[config.mk]
export PLATFORM = sky130hd
export DESIGN_NAME = sequence_detect_param
export DESIGN_NICKNAME = d
export VERILOG_FILES = /design/src/rtl/sequence_detect_param.sv
export SDC_FILE = /design/constraint.sdc
export NUM_CORES = 1
export LEC_CHECK = 0
export CORE_MARGIN = 3
export CORE_UTILIZATION = 45
export CTS_BUF_LIST = sky130_fd_sc_hd__clkbuf_2
export CTS_CLUSTER_DIAMETER = 40
export DETAILED_ROUTE_END_ITERATION = 12
export GPL_TIMING_DRIVEN = 0
export PLACE_DENSITY = 0.76
export SYNTH_ARGS = -nofsm -noshare
export SYNTH_HDL_FRONTEND = slang
export SYNTH_SLANG_ARGS = --single-unit
[constraint.sdc]
create_clock -name clk -period 6.47 [get_ports clk]
set_clock_uncertainty 0.2 [all_clocks]
set_input_delay 0.647 -clock clk [delete_from_list [all_inputs] [get_ports clk]]
set_output_delay 0.647 -clock clk [all_outputs]
set_load 0.03 [all_outputs]
[src/rtl/sequence_detect_param.sv]
// Parametrised serial pattern detector: SEQ_W-bit history compared against a
// runtime pattern/mask, with overlap control, a match pulse and a saturating match count.
module sequence_detect_param #(
  parameter int SEQ_W = 8,
  parameter int CNT_W = 16
) (
  input  logic             clk,
  input  logic             rst,
  input  logic             cfg_load,
  input  logic [SEQ_W-1:0] cfg_pattern,
  input  logic [SEQ_W-1:0] cfg_mask,
  input  logic             cfg_overlap,
  input  logic             cnt_clr,
  input  logic             in_valid,
  input  logic             in_data,
  output logic             match,
  output logic             armed,
  output logic [CNT_W-1:0] match_cnt
);

  localparam int                FILL_W    = $clog2(SEQ_W + 1);
  localparam logic [FILL_W-1:0] FILL_FULL = FILL_W'(SEQ_W);
  localparam logic [CNT_W-1:0]  CNT_MAX   = {CNT_W{1'b1}};

  logic [SEQ_W-1:0]  hist_r;
  logic [FILL_W-1:0] fill_r;
  logic [SEQ_W-1:0]  pat_r;
  logic [SEQ_W-1:0]  mask_r;
  logic              ovl_r;

  logic              accept_s;
  logic [SEQ_W-1:0]  shift_s;
  logic [FILL_W-1:0] fill_inc_s;
  logic              hit_s;
  logic [SEQ_W-1:0]  hist_d_s;
  logic [FILL_W-1:0] fill_d_s;

  // Next history/fill and hit decision; restart beats shifting, a non-overlap hit clears.
  always_comb begin
    accept_s = in_valid & ~cfg_load;
    shift_s  = {hist_r[SEQ_W-2:0], in_data};
    if (fill_r == FILL_FULL) begin
      fill_inc_s = fill_r;
    end else begin
      fill_inc_s = fill_r + FILL_W'(1);
    end
    hit_s = accept_s && (fill_inc_s == FILL_FULL) &&
            (((shift_s ^ pat_r) & mask_r) == {SEQ_W{1'b0}});
    hist_d_s = hist_r;
    fill_d_s = fill_r;
    if (cfg_load) begin
      hist_d_s = {SEQ_W{1'b0}};
      fill_d_s = {FILL_W{1'b0}};
    end else if (hit_s && !ovl_r) begin
      hist_d_s = {SEQ_W{1'b0}};
      fill_d_s = {FILL_W{1'b0}};
    end else if (accept_s) begin
      hist_d_s = shift_s;
      fill_d_s = fill_inc_s;
    end else begin
      hist_d_s = hist_r;
      fill_d_s = fill_r;
    end
  end

  // State, configuration shadow and registered outputs.
  always_ff @(posedge clk) begin
    if (rst) begin
      hist_r    <= {SEQ_W{1'b0}};
      fill_r    <= {FILL_W{1'b0}};
      pat_r     <= {SEQ_W{1'b0}};
      mask_r    <= {SEQ_W{1'b1}};
      ovl_r     <= 1'b1;
      match     <= 1'b0;
      armed     <= 1'b0;
      match_cnt <= {CNT_W{1'b0}};
    end else begin
      hist_r <= hist_d_s;
      fill_r <= fill_d_s;
      match  <= hit_s;
      armed  <= (fill_d_s == FILL_FULL);
      if (cfg_load) begin
        pat_r  <= cfg_pattern;
        mask_r <= cfg_mask;
        ovl_r  <= cfg_overlap;
      end else begin
        pat_r  <= pat_r;
        mask_r <= mask_r;
        ovl_r  <= ovl_r;
      end
      // Clear wins over a coincident hit; the count holds at its maximum.
      if (cnt_clr) begin
        match_cnt <= {CNT_W{1'b0}};
      end else if (hit_s && (match_cnt != CNT_MAX)) begin
        match_cnt <= match_cnt + CNT_W'(1);
      end else begin
        match_cnt <= match_cnt;
      end
    end
  end

endmodule

=== After elaboration in Yosys (flattened, before gate mapping) ===
Index checks and enable logic that the tools add are counted.

* Register bits: 46
* Bits of input ports: 23
* Output and inout port bits: 18
* Word-level logic and storage cells: 30

* $add $sub $neg: 2
* Equality and inequality tests: 4
* Multiplexer cells: 4
* Bitwise operators: 4
* Reductions and logical operators: 8

{| class="wikitable"
|+ Operator list
! operator !! number
|-
| $add 16x1->16 const B || 1
|-
| $mux 4 || 4
|-
| $ne 16x16->1 const B || 1
|-
| $eq 4x4->1 const B || 3
|-
| $and 8x8->8 || 1
|-
| $logic_not 8->1 || 1
|-
| $xor 8x8->8 || 1
|-
| $add 4x1->4 const B || 1
|-
| $logic_and 1x1->1 || 4
|-
| $reduce_or 3->1 || 1
|-
| $reduce_or 2->1 || 1
|-
| $and 1x1->1 || 1
|-
| $logic_not 1->1 || 1
|-
| $not 1->1 || 1
|}

=== Logic depth before layout (Yosys ltp) ===
Gate-level depths: netlist (run 1).

* Depth after elaboration: 9
* Gate-level depth with buffers: 10
* Gate-level depth less buffers: 8

=== Worst setup path after synthesis (run 1) ===
OpenSTA, ideal clock, no wires.

* Kind: input to register
* Start: in cfg_load
* End: reg match_cnt[5]
* Setup time: 72 ps
* Arrival time: 2416 ps
* Data required time: 6198 ps
* Path slack: 3782 ps
* Stages: 9
* Path buffers: 3
* Path through: nand2b_1 -> buf_2 -> a211oi_1 -> nand3_1 -> or3_1 -> buf_2 -> buf_6 -> nor4_1 -> mux2i_1

* Cells in the longest elaborated chain, start to end: 5

{| class="wikitable"
|+ Ends and longest elaborated chain
! item !! RTL line !! RTL
|-
| start, declared || 9 || <nowiki>input logic cfg_load,</nowiki>
|-
| $not 1->1 || 40 || <nowiki>accept_s = in_valid & ~cfg_load;</nowiki>
|-
| $and 1x1->1 || 40 ||
|-
| $logic_and 1x1->1 (2 in series) || 47 || <nowiki>hit_s = accept_s && (fill_inc_s == FILL_FULL) &&</nowiki>
|-
| $logic_and 1x1->1 || 94 || <nowiki>end else if (hit_s && (match_cnt != CNT_MAX)) begin</nowiki>
|-
| end signal, assigned || 93 || <nowiki>match_cnt <= {CNT_W{1'b0}};</nowiki>
|-
| end signal, assigned || 95 || <nowiki>match_cnt <= match_cnt + CNT_W'(1);</nowiki>
|-
| end signal, assigned || 97 || <nowiki>match_cnt <= match_cnt;</nowiki>
|-
| end, declared || 18 || <nowiki>output logic [CNT_W-1:0] match_cnt</nowiki>
|}

No other way between the ends.
A chain may end at the register's enable or synchronous reset.

=== Final worst setup path (run 1) ===
* Start: in in_valid
* End: reg match_cnt[5]

* Cells in the longest elaborated chain, start to end: 4

{| class="wikitable"
|+ Ends and longest elaborated chain
! item !! RTL line !! RTL
|-
| start, declared || 14 || <nowiki>input logic in_valid,</nowiki>
|-
| $and 1x1->1 || 40 ||
|-
| $logic_and 1x1->1 (2 in series) || 47 ||
|-
| $logic_and 1x1->1 || 94 ||
|}

No other way between the ends.

==> metrics.md, run 1 <==
| Metric | Value |
|---|---|
| Max FO, Critical Path | 10 |
| Post-layout util | 0.599 |
| Top FF cell, synth | dfxtp_1 |
| Crit path DAT | 3080 ps |
| Maximum root-to-sink buffer count | 2 |
| Yosys synthesis warning count | 0 |
| Aggregate global routing overflow | 0 |
| FF/Latch Area | 921 µm² |
| Clk sink count | 46 |
| GPL Wtd Cong | 0.831 |
| Distinct cells, synth | 39 |
| Synth Area per Inst | 8.77 µm² |
| Least-Margin Pin Slew | 868 ps |
| Worst VDD drop | 0.000130 V |
| Fin crit period | 2920 ps |
| First-pass GRT wire length | 7.96 mm |
| Slew headroom | 0.417 |
| Initial antenna violation count | 0 |
| GR Util All Layers | 0.182 |
| Ports | 41 |
| Clock-pin transition on the worst setup and hold timing paths | 230 ps |
| Hold Path Depth | 2 |
| CTS resizes | 0 |
| Slew Viols, Final | 0 |
| Synth Cell Area | 0.00215 mm² |
| Critical path data required time | 6630 ps |
| CTS hold repair buffers | 0 |
| Critical Path Source Type | input port |
| Final Hold Vio Count | 0 |
| Pleak | 0.951 nW |
| Setup violators final | 0 |
| Worst setup path category | input port to flip-flop |
| ANT cells | 0 |
| Gate Count Post-Synth | 245 |
| Endpoint class of the critical path | flip-flop |
| Layout cells sized above 1 | 0.0512 |
| Worst Hold Launch | hist_r[6]$_SDFFE_PP0P_ |
| Rows | 24 |
| Die Span Y | 75.1 µm |
| Port bufs | 40 |
| Setup TNS | 0 ps |
| Filler Cell Count | 405 |
| Worst Hold End | hist_r[6]$_SDFFE_PP0P_ |
| Core Area | 0.00447 mm² |
| Final ANT Viol Nets | 0 |
| Pin count of the biggest net entering global routing | 15 |
| CTS H-tree lvls | 2 |
| DRC violations left | 0 |
| Postcts setup bufs | 0 |
| Footprint of the multi-input gates | 0.00115 mm² |
| Max_cap viols | 0 |
| Ys async rst share | 0 |
| Power Total | 0.000506 W |
| Avg WL per Cell | 13.9 µm |
| Syn Nets | 271 |
| Vias | 1938 |
| Clk Latency, worst-skew pair | 410 ps |
| Net count, final | 318 |
| Worst r2r dst | match_cnt[5]$_SDFFE_PP0P_ |
| P&R area growth vs syn | 24.8% |
| Post-synth EDFFs | 0 |
| Die width | 75.1 µm |
| Detailed Route WL | 4.78 mm |
| Root Buffer | clkbuf_2 |
| Initial DRC count | 105 |
| Dpl hpwl | 3.55 mm |
| Hold WC Path Type | flip-flop to flip-flop |
| Synth Register Bits | 46 |
| RR Startpoint | fill_r[0]$_SDFF_PP0_ |
| Seq/Total Area, Yosys | 0.429 |
| Final period util | 0.452 |
| Cts bufs inserted | 5 |
| Initial Util | 0.480 |
| Reg2Reg Setup Slack | 3630 ps |
| Full die area | 0.00564 mm² |
| Outcome | finished, final reports clean |
| Reg2Reg Depth | 9 |
| Power Density | 189 mW/mm² |
| Routed via count divided by cell count | 5.62 |
| Vias in the first global route | 1754 |
| Max Clock Freq | 342 MHz |
| Router iterations before antenna repair | 4 |
| CTS tree | done |
| RSZ-0062 raised after global routing | false |
==> cells by family after synthesis <==
| group | Yosys count | share of synthesized area |
|---|---|---|
| AND/OR/NAND/NOR | 98 | 0.238 |
| buffers and inverters | 18 | 0.0367 |
| adder cells (fa/ha/maj) | 3 | 0.0175 |
| XOR/XNOR | 11 | 0.0448 |
| multiplexers | 11 | 0.0513 |
| AO/OA/AOI/OAI | 58 | 0.183 |
| flip-flops | 46 | 0.429 |
==> synthesized netlist by cell type, types with 3 or more instances <==
| cell | instances | area share |
|---|---|---|
| a21oi_1 | 20 | 0.047 |
| nor2_1 | 19 | 0.033 |
| o21ai_0 | 6 | 0.014 |
| nor3_1 | 3 | 0.0070 |
| xor2_1 | 9 | 0.037 |
| or3_1 | 6 | 0.017 |
| inv_1 | 4 | 0.0070 |
| o31ai_1 | 5 | 0.017 |
| a211o_1 | 9 | 0.037 |
| and4_1 | 3 | 0.012 |
| nand4b_1 | 3 | 0.012 |
| or4_1 | 4 | 0.014 |
| clkbuf_1 | 9 | 0.016 |
| dfxtp_1 | 46 | 0.43 |
| buf_2 | 3 | 0.0070 |
| nand2_1 | 26 | 0.045 |
| o41ai_1 | 6 | 0.024 |
| mux2i_1 | 11 | 0.051 |
| nor2b_1 | 13 | 0.038 |
| nand4_1 | 4 | 0.012 |
| nand3_1 | 8 | 0.019 |
| and3_1 | 3 | 0.0087 |
| ha_1 | 3 | 0.017 |
| o311ai_0 | 3 | 0.012 |
==> report_power, final <==
| group | leakage [nW] | internal [W] | switching, W |
|---|---|---|---|
| combinational | 0.537 | 0.0000263 | 0.0000224 |
| sequential | 0.375 | 0.000292 | 0.00000494 |
| clock | 0.0392 | 0.0000668 | 0.0000936 |
==> how the worst max path moves through the flow <==
stage | start | endpoint | cells past startpoint
2_1_floorplan | cfg_load | match_cnt[5]$_SDFFE_PP0P_ | 9
3_3_place_gp | in_valid | match_cnt[5]$_SDFFE_PP0P_ | 10
3_5_place_dp | in_valid | match_cnt[5]$_SDFFE_PP0P_ | 10
4_1_cts | in_valid | match_cnt[5]$_SDFFE_PP0P_ | 10
5_1_grt | in_valid | match_cnt[5]$_SDFFE_PP0P_ | 10
6_report | in_valid | match_cnt[5]$_SDFFE_PP0P_ | 10
==> layout by cell type (no fill, tap or decap), drive strengths merged, types with 4 or more instances in the layout <==
master	synthesis	layout
nor2b	13	13
inv	4	4
nand3	8	8
nor2	19	19
o31ai	5	5
dfxtp	46	46
o41ai	6	6
a211o	9	9
nand4	4	4
or3	6	6
o21ai	6	6
or4	4	4
clkdlybuf4s50	0	40
nand2	26	26
mux2i	11	11
xor2	9	9
a21oi	20	20
clkbuf	9	15
buf	5	5
==> area by class of cell <==
class / count / share of cell area
inverter: 4 / 0.00560
tap: 52 / 0.0243
clock buffer: 6 / 0.0112
clock inverter: 2 / 0.0140
timing repair buffer: 40 / 0.149
multi-input combinational: 181 / 0.428
buffer: 14 / 0.0238
sequential: 46 / 0.343
==> critical path, stage by stage <==
cell and delay [ps]:
clkdlybuf4s50_1 490, nand2b_1 60, buf_2 180, a211oi_1 220, nand3_1 170, or3_1 390, buf_2 170, buf_6 150
nor4_1 380, mux2i_1 230
==> stage by stage <==
| step | setup WS, ps | instance area (µm²) | hold slack [ps] | instances |
|---|---|---|---|---|
| 3_3_place_gp | 3140 | 2610 | 265 | 337 |
| 5_1_grt | 3390 | 2680 | 304 | 345 |
| 6_report | 3550 | 2680 | 291 | 345 |
| 3_5_place_dp | 3070 | 2610 | 270 | 337 |
| 4_1_cts | 3530 | 2680 | 295 | 345 |
| 2_1_floorplan | 3780 | 2150 | 248 | 245 |
==> registers in the layout (all words and copies together), names as in the netlist <==
register	cells
fill_r	4
ovl_r	1
hist_r	7
mask_r	8
armed	1
match_cnt	16
match	1
pat_r	8
==> routing by layer <==
layer / vias up / share of wire / track usage
met5: - / 0 / 0
met4: 0 / 0.0094 / 0.0573
met3: 6 / 0.050 / 0.0401
met2: 55 / 0.47 / 0.298
met1: 885 / 0.47 / 0.238
li1: 992 / - / -
No activity file was read; power rests on OpenSTA's default activity.
==> run 2, diff against run 1 <==
- PLACE_DENSITY: 0.76 -> 0.78
- clock period: 6.47 -> 2.47 ns (I/O delays scaled with it)
==> run 2 against run 1 <==
  * The flow now finishes with violations (setup timing)
  * Die area unchanged
  * Critical path depth down 1
  * Largest cell class unchanged
  * Power grew to 2.7 times the previous value
  * Critical path type is now flip-flop to flip-flop
  * Setup slack worse by 3600 ps
  * Count of clock-buffer cells in the layout did not move
  * Wire length is 10% higher
  * Sequential share of layout area is 2.5 points lower
==> metrics.md, run 2 (same netlist as run 1, synthesis figures left out) <==
| Metric | Value |
|---|---|
| P&R area growth vs syn | 35.4% |
| Max Clock Freq | 398 MHz |
| Hold WC Path Type | input port to flip-flop |
| Initial DRC count | 190 |
| Power Density | 463 mW/mm² |
| Critical path data required time | 2650 ps |
| Violated checks | setup timing |
| Clock-pin transition on the worst setup and hold timing paths | 240 ps |
| Crit path DAT | 2690 ps |
| Setup violators final | 3 |
| Vias | 2013 |
| Rows | 24 |
| Setup WS post-layout | -40.6 ps |
| Worst r2r dst | match_cnt[6]$_SDFFE_PP0P_ |
| Least-Margin Pin Slew | 766 ps |
| CTS tree | done |
| Commonest non-fill, non-tap cell in the layout | dfxtp_1 |
| GR met3 Demand/Resource | 0.0441 |
| GPL Wtd Cong | 0.802 |
| Reg2Reg Setup Slack | -40 ps |
| Router iterations before antenna repair | 4 |
| Endpoint class of the critical path | flip-flop |
| Post-layout util | 0.650 |
| Slew Viols, Final | 0 |
| Ports | 41 |
| Biggest regs | match_cnt: 16 flops, mask_r: 8 flops, pat_r: 8 flops |
| Pleak | 1.03 nW |
| Worst setup path category | flip-flop to flip-flop |
| Outcome | finished with violations |
| ANT cells | 0 |
| Crit path from | fill_r[0]$_SDFF_PP0_ |
| Worst VDD drop | 0.000379 V |
| Final Hold Vio Count | 0 |
| Slew headroom | 0.487 |
| Met1 GRT Util | 0.241 |
| Initial antenna violation count | 0 |
| Power Total | 0.00135 W |
| Die width | 75.1 µm |
| First-pass GRT wire length | 8.49 mm |
| Initial Util | 0.480 |
| Reg2Reg Depth | 9 |
| Clk sink count | 46 |
| Final ANT Viol Nets | 0 |
| DRC violations left | 0 |
| Root Buffer | clkbuf_2 |
| Most frequent cells in the layout | dfxtp_1, clkdlybuf4s50_1, nand2_1 |
| Dpl hpwl | 3.56 mm |
| Avg WL per Cell | 15.0 µm |
| Top reg by flops | match_cnt |
| RSZ-0062 raised after global routing | true |
| Busiest grt layer | met2 |
| Aggregate global routing overflow | 0 |
| Cts bufs inserted | 5 |
| Final period util | 1.02 |
| Core Area | 0.00447 mm² |
| Maximum root-to-sink buffer count | 2 |
| Routed via count divided by cell count | 5.74 |
| Met2 GRT Util | 0.329 |
| Max FO, Critical Path | 8 |
| Vias in the first global route | 1896 |
| Max_cap viols | 0 |
| Clk Latency, worst-skew pair | 450 ps |
| Die Span Y | 75.1 µm |
| RR Startpoint | fill_r[0]$_SDFF_PP0_ |
| Port bufs | 40 |
| Critical Path Source Type | flip-flop |
| Number of flip-flops in the largest register | 16 |
| Full die area | 0.00564 mm² |
| Crit path to | match_cnt[6]$_SDFFE_PP0P_ |
| Layout cells sized above 1 | 0.157 |
| CTS H-tree lvls | 2 |
| Detailed Route WL | 5.27 mm |
| GR Util All Layers | 0.195 |
| Fin crit period | 2510 ps |
| Pin count of the biggest net entering global routing | 15 |
| Net count, final | 324 |
==> run 2: changes by cell type in the layout (fill, tap and decap cells not counted), moves of 3 or more <==
| cell | previous run | this run |
|---|---|---|
| buf_4 | 0 | 7 |
| dfxtp_1 | 46 | 43 |
| nor3_1 | 3 | 0 |
| o311ai_0 | 3 | 0 |
| o41ai_1 | 6 | 2 |
| o41ai_2 | 0 | 3 |
==> run 2: worst min-delay path by stage <==
stage / startpoint / endpoint / cells past startpoint
CTS: cfg_mask[2] / mask_r[2]$_SDFFE_PP1P_ / 2
detailed placement: hist_r[0]$_SDFFE_PP0P_ / hist_r[0]$_SDFFE_PP0P_ / 2
global route: cfg_mask[2] / mask_r[2]$_SDFFE_PP1P_ / 2
global placement: hist_r[0]$_SDFFE_PP0P_ / hist_r[1]$_SDFFE_PP0P_ / 2
finish: cfg_mask[6] / mask_r[6]$_SDFFE_PP1P_ / 2
floorplan: cfg_mask[4] / mask_r[4]$_SDFFE_PP1P_ / 1
==> run 2: area by class of cell <==
cell class,count,area [µm²]
fill,370,1570
multi-input combinational,181,1290
sequential,46,927
timing repair buffer,46,465
buffer,14,81.3
tap,52,65.1
clock inverter,2,37.5
clock buffer,6,30.0
inverter,4,15.0
==> run 2: routing by layer <==
metal  part of all wire  routed length, µm
met1               0.44               2300
met2               0.51               2680
met3              0.046                242
met4             0.0091                 48
met5                  0                  0
==> run 2: power by group <==
group / switching, W / internal (W) / total [W]
Sequential: 0.0000127 / 0.000764 / 0.000777
Clock: 0.000258 / 0.000175 / 0.000433
Combinational: 0.0000650 / 0.0000738 / 0.000139
Total: 0.000336 / 0.00101 / 0.00135
==> run 2: what timing repair did <==
item,in CTS,in global routing
gates cloned,1,0
gates resized for setup,16,28
buffers inserted,5,0
hold buffers,0,0
pin swaps,13,7
setup endpoints to repair,25,25
==> run 2: stage by stage <==
stage               instances  setup WS, ps  hold slack [ps]  TNS [ps]  cell area, µm²
floorplan                 245          31.0              165         0            2160
global placement          337          -427              264    -10270            2620
detailed placement        337          -474              275    -10680            2620
CTS                       351         -22.7              167     -41.3            2810
global route              351          -203              143     -1560            2910
finish                    351         -40.6              167     -87.2            2910
==> run 2: worst max-delay path, cell delays in order (launching register included) <==
cell	delay, ps
dfxtp_4	400
inv_2	80
ha_2	210
nand2_2	90
o31ai_1	210
a31oi_1	110
or3_1	390
buf_6	160
or4_4	510
a21oi_2	120
